`src/rtl/bus_interval_timer.sv`:
```
// bus_interval_timer
//   Programmable interval timer, bus slave on the shared system bus. Software programs a
//   prescaler and a compare value; the counter advances once per prescaler period and raises
//   a sticky match flag (and a level irq when enabled) when it reaches the compare value.
//
//   Register map (index taken from bus_in[3:0] in the command cycle):
//     0 CTRL     [0] enable, [1] auto_reload, [2] irq_en
//     1 PRESCALE [PRESCALE_W-1:0]
//     2 COMPARE
//     3 COUNT    (write also restarts the prescaler)
//     4 STATUS   [0] match, write 1 to clear
//     5-15       read 0, writes ignored
//
// Ports
//   clk25MHz      system clock, rising edge
//   reset         asynchronous, active-high
//   bus_slave_en  this slave is selected by the bus controller
//   bus_in        bus data (register index in command cycle, write data in the next cycle)
//   ctrl_in       bus command (CTRL_RD / CTRL_WR)
//   bus_out       read data, valid only while ctrl_out == CTRL_DONE
//   ctrl_out      CTRL_DONE for one cycle when a transaction completes, else 0
//   irq           level interrupt, match & irq_en
module bus_interval_timer #(
  parameter int unsigned         D_WIDTH    = 32,
  parameter int unsigned         C_WIDTH    = 8,
  parameter int unsigned         PRESCALE_W = 16,
  parameter logic [C_WIDTH-1:0]  CTRL_RD    = 8'h01,
  parameter logic [C_WIDTH-1:0]  CTRL_WR    = 8'h02,
  parameter logic [C_WIDTH-1:0]  CTRL_DONE  = 8'h80
) (
  input  logic               clk25MHz,
  input  logic               reset,
  input  logic               bus_slave_en,
  input  logic [D_WIDTH-1:0] bus_in,
  input  logic [C_WIDTH-1:0] ctrl_in,
  output logic [D_WIDTH-1:0] bus_out,
  output logic [C_WIDTH-1:0] ctrl_out,
  output logic               irq
);

  typedef enum logic [1:0] {StIdle, StCmd, StResp} state_t;

  state_t                  state;
  logic                    cmd_wr;
  logic [3:0]              idx;

  logic                    enable, auto_reload, irq_en, match;
  logic [PRESCALE_W-1:0]   prescale, presc_cnt;
  logic [D_WIDTH-1:0]      compare, count;

  logic                    wr_en;
  logic                    wr_ctrl, wr_presc, wr_compare, wr_count, wr_status;
  logic                    tick, match_set;
  logic [D_WIDTH-1:0]      rd_data;

  // A write takes effect at the end of the CMD cycle, provided the master is still selecting us.
  assign wr_en      = (state == StCmd) && bus_slave_en && cmd_wr;
  assign wr_ctrl    = wr_en && (idx == 4'd0);
  assign wr_presc   = wr_en && (idx == 4'd1);
  assign wr_compare = wr_en && (idx == 4'd2);
  assign wr_count   = wr_en && (idx == 4'd3);
  assign wr_status  = wr_en && (idx == 4'd4);

  assign tick      = enable && (presc_cnt == prescale);
  assign match_set = tick && (count == compare);

  assign irq = match & irq_en;

  always_comb begin
    rd_data = '0;
    case (idx)
      4'd0:    rd_data[2:0] = {irq_en, auto_reload, enable};
      4'd1:    rd_data[PRESCALE_W-1:0] = prescale;
      4'd2:    rd_data = compare;
      4'd3:    rd_data = count;
      4'd4:    rd_data[0] = match;
      default: rd_data = '0;
    endcase
  end

  // Bus slave FSM; bus_out/ctrl_out are registered and only nonzero in StResp.
  always_ff @(posedge clk25MHz or posedge reset) begin
    if (reset) begin
      state    <= StIdle;
      cmd_wr   <= 1'b0;
      idx      <= '0;
      bus_out  <= '0;
      ctrl_out <= '0;
    end else begin
      case (state)
        StIdle: begin
          bus_out  <= '0;
          ctrl_out <= '0;
          if (bus_slave_en && (ctrl_in == CTRL_RD || ctrl_in == CTRL_WR)) begin
            cmd_wr <= (ctrl_in == CTRL_WR);
            idx    <= bus_in[3:0];
            state  <= StCmd;
          end
        end
        StCmd: begin
          if (!bus_slave_en) begin
            state <= StIdle;
          end else begin
            ctrl_out <= CTRL_DONE;
            bus_out  <= cmd_wr ? '0 : rd_data;
            state    <= StResp;
          end
        end
        StResp: begin
          bus_out  <= '0;
          ctrl_out <= '0;
          state    <= StIdle;
        end
        default: begin
          bus_out  <= '0;
          ctrl_out <= '0;
          state    <= StIdle;
        end
      endcase
    end
  end

  // Timer datapath. Bus writes are assigned after the counting logic so they win collisions,
  // except the STATUS clear, which yields to a match set in the same cycle.
  always_ff @(posedge clk25MHz or posedge reset) begin
    if (reset) begin
      enable      <= 1'b0;
      auto_reload <= 1'b0;
      irq_en      <= 1'b0;
      match       <= 1'b0;
      prescale    <= '0;
      presc_cnt   <= '0;
      compare     <= '0;
      count       <= '0;
    end else begin
      if (enable) begin
        if (tick) begin
          presc_cnt <= '0;
          if (match_set) begin
            match <= 1'b1;
            count <= '0;
            if (!auto_reload) enable <= 1'b0;
          end else begin
            count <= count + {{(D_WIDTH-1){1'b0}}, 1'b1};
          end
        end else begin
          presc_cnt <= presc_cnt + {{(PRESCALE_W-1){1'b0}}, 1'b1};
        end
      end

      if (wr_ctrl) begin
        enable      <= bus_in[0];
        auto_reload <= bus_in[1];
        irq_en      <= bus_in[2];
        if (bus_in[0] && !enable) presc_cnt <= '0;
      end
      if (wr_presc) begin
        prescale  <= bus_in[PRESCALE_W-1:0];
        presc_cnt <= '0;
      end
      if (wr_compare) compare <= bus_in;
      if (wr_count) begin
        count     <= bus_in;
        presc_cnt <= '0;
      end
      if (wr_status && bus_in[0] && !match_set) match <= 1'b0;
    end
  end

endmodule

```
`config.mk`:
```
export PLATFORM = sky130hd
export DESIGN_NAME = bus_interval_timer
export DESIGN_NICKNAME = d
export VERILOG_FILES = /design/src/rtl/bus_interval_timer.sv
export SDC_FILE = /design/constraint.sdc
export NUM_CORES = 1
export LEC_CHECK = 0
export BUFFER_PORTS_ARGS = -buffer_cell sky130_fd_sc_hd__buf_2
export CORE_MARGIN = 10
export CORE_UTILIZATION = 55
export CTS_CLUSTER_SIZE = 10
export DETAILED_ROUTE_END_ITERATION = 8
export PLACE_DENSITY = 0.8
export SLEW_MARGIN = 15
export SYNTH_ARGS = -nofsm -noshare
export SYNTH_HDL_FRONTEND = slang
export SYNTH_SLANG_ARGS = --single-unit
```
`constraint.sdc`:
```
create_clock -name clk25MHz -period 5.26 [get_ports clk25MHz]
set_clock_uncertainty 0.05 [all_clocks]
set_input_delay 0.526 -clock clk25MHz [delete_from_list [all_inputs] [get_ports clk25MHz]]
set_output_delay 0.526 -clock clk25MHz [all_outputs]
set_load 0.01 [all_outputs]
```
==> metrics <==
outcome completed; n_diodes 0; syn avg cell area 9.74 µm²; worst hold slack 0.253 ns; Post-Layout Cell Count 1006; routed len/inst 19.5 µm; Final Wtd Congestion 0.895; Min-Delay Path Class in -> async; share of cells above drive strength 1 0.225; clock power share 0.455; number of hold violations in the final report 0; WP data required 5.52 ns; crit path DAT 3.83 ns; Leak 3.82 nW; Clock Tree Root clkbuf_16; DRT Pass-1 Iters 5; actual slew at the worst max-slew pin 1.02 ns; Crit Path Category reg -> reg; total power 2.51 mW; Util after Layout 0.637; Cells after Synth 761; number of port buffers 76; core region area 0.0132 mm²; width of the die 136 µm; sw frac 0.245; fin. max-slew vios 0; initial antenna violation count 1; final worst slack 1.69 ns; Initial Util 0.560; largest net degree at the start of global routing 103; register area share after synthesis 0.473; Yosys warning count 0; vias per cell 5.98; placed cell area 0.00787 mm²; Placed Cells 975; type of origin of the critical path register; r2r setup slk 1.69 ns; PwrDens 297 mW/mm²; final antenna-violating net count 0; Final setup viols 0; setup bufs post-CTS 0; NetSw 613 µW; drt initial violations 563; total I/O pin count 84; Post-CTS Resized 0; count of cell types in the netlist 51; peak supply drop 0.237 mV; CTS tree done; share of power burned in registers 0.469; Clock Pin Slew Worst Setup and Hold Paths 0.06 ns; synthesized cell area 0.00741 mm²; die span in y 136 µm; Setup crit end kind register; final net count 863; DRT Wirelength 19.6 mm; first-pass GRT wire length 32.1 mm; Final HPWL DP 13.5 mm; unrepaired setup endpoints after global routing no; CTS Buf Count 17; CP max FO 22; Comb pwr share 0.076; final non-filler cell area 0.00843 mm²; Vias 6017; Final period util 0.679; synthesis-stage register bit count 140; Fin Setup TNS 0 ns; relative slew slack 0.319; number of synthesized flops with an enable pin 0; CTS sink count 140; die area 0.0185 mm²; pre-CTS setup slack 1.78 ns; clock buffer depth 2; Top FF cell, synth dfrtp_1; DR DRC count 0; Post-CTS Hold Buffers 0; Layout Area Growth over Synthesis 13.8%; Tmin final 3.57 ns; Int Pwr 1.89 mW; Max Freq 280 MHz; number of H-tree levels 4; Async S/R FF share, synth 1.00; vias in the first global route 5993; GRT Total Usage 0.220; Clock Latency Late Sink 0.43 ns; row count 42; total grt overflow 0; MaxCap Viol Count 0
## cells in the mapped netlist, types with 4 or more instances
master      n  area (µm²)
dfrtp_1   140        3500
nand2_1    98         368
nor2_1     71         267
mux2_2     60         676
o21ai_0    58         290
xnor2_1    44         385
clkbuf_1   33         124
a22oi_1    32         240
a31oi_1    26         163
nand4_1    21         131
xor2_1     19         166
nand3_1    14        70.1
and2_1     13        81.3
a21oi_1    11        55.1
and3_1     10        62.6
nand3b_1   10        75.1
buf_2       9        45.0
buf_4       7        52.6
nor3_1      7        35.0
o21ai_1     7        35.0
or3_1       7        43.8
inv_1       6        22.5
nor4_1      5        31.3
mux2_1      4        45.0
mux2i_1     4        40.0
## cell type report
| cell class | count | area, µm² |
|---|---|---|
| clock buffer | 24 | 502 |
| tap | 176 | 220 |
| fill | 1104 | 4810 |
| timing repair buffer | 84 | 440 |
| clock inverter | 7 | 62.6 |
| inverter | 6 | 27.5 |
| sequential | 140 | 3500 |
| multi-input combinational | 569 | 3680 |
## metal layers
layer / vias to the layer above / global-route usage / wire length [µm]
li1: 2797 / - / -
met3: 41 / 0.0546 / 1510
met4: 2 / 0.0905 / 478
met1: 2927 / 0.297 / 8570
met5: - / 0 / 13
met2: 250 / 0.332 / 9070
## critical path, stage by stage (launching register included)
cell,delay (ns)
dfrtp_1,0.98
nor2b_1,0.25
and2_1,0.66
and2_1,0.68
buf_4,0.43
mux2_2,0.38
## layout by cell type, fill, tap and decap left out, types with 7 or more instances in the layout
cell	synthesis	final
a31oi_1	26	26
nor2_1	71	71
mux2_2	60	60
nand3_1	14	14
or3_1	7	7
xor2_1	19	19
and3_1	10	10
nand3b_1	10	10
clkbuf_16	0	17
a21oi_1	11	11
buf_4	7	8
a22oi_1	32	32
o21ai_0	58	58
o21ai_1	7	7
dfrtp_1	140	140
nand4_1	21	21
conb_1	1	7
xnor2_1	44	44
and2_1	13	13
buf_2	9	76
nand2_1	98	97
## logic make-up after synthesis
family / synth area share
XOR/XNOR: 0.0766
multiplexers: 0.103
flip-flops: 0.473
AO/OA/AOI/OAI: 0.121
buffers and inverters: 0.0354
other: 0.000506
adder cells (fa/ha/maj): 0.00338
AND/OR/NAND/NOR: 0.188
## registers in the layout, summed over array words and instances (netlist names)
| register | cells |
|---|---|
| match | 1 |
| prescale | 16 |
| auto_reload | 1 |
| presc_cnt | 16 |
| compare | 32 |
| irq_en | 1 |
| idx | 4 |
| enable | 1 |
| cmd_wr | 1 |
| bus_out | 32 |
| ctrl_out | 1 |
| count | 32 |
| state | 2 |
## power by group through the flow
stage | registers, mW | logic (mW) | clock network (mW)
global placement | 1.19 | 0.186 | 0
floorplan | 1.16 | 0.151 | 0
CTS | 1.17 | 0.190 | 1.15
global route | 1.18 | 0.209 | 1.20
detailed placement | 1.19 | 0.189 | 0
finish | 1.18 | 0.190 | 1.14
## worst paths after layout
check | start | cells past startpoint | to
setup reg to reg | idx[1]$_DFFE_PP0P_ | 5 | compare[20]$_DFFE_PP0P_
setup / recovery | idx[1]$_DFFE_PP0P_ | 5 | compare[20]$_DFFE_PP0P_
max in group asynchronous | reset | 3 | count[23]$_DFFE_PP0P_
hold reg to reg | bus_out[14]$_DFFE_PP0P_ | 2 | bus_out[14]$_DFFE_PP0P_
hold / removal | reset | 2 | bus_out[10]$_DFFE_PP0P_
min in group clk25MHz | bus_in[23] | 2 | compare[23]$_DFFE_PP0P_
Power figures use the tool's default switching activity.
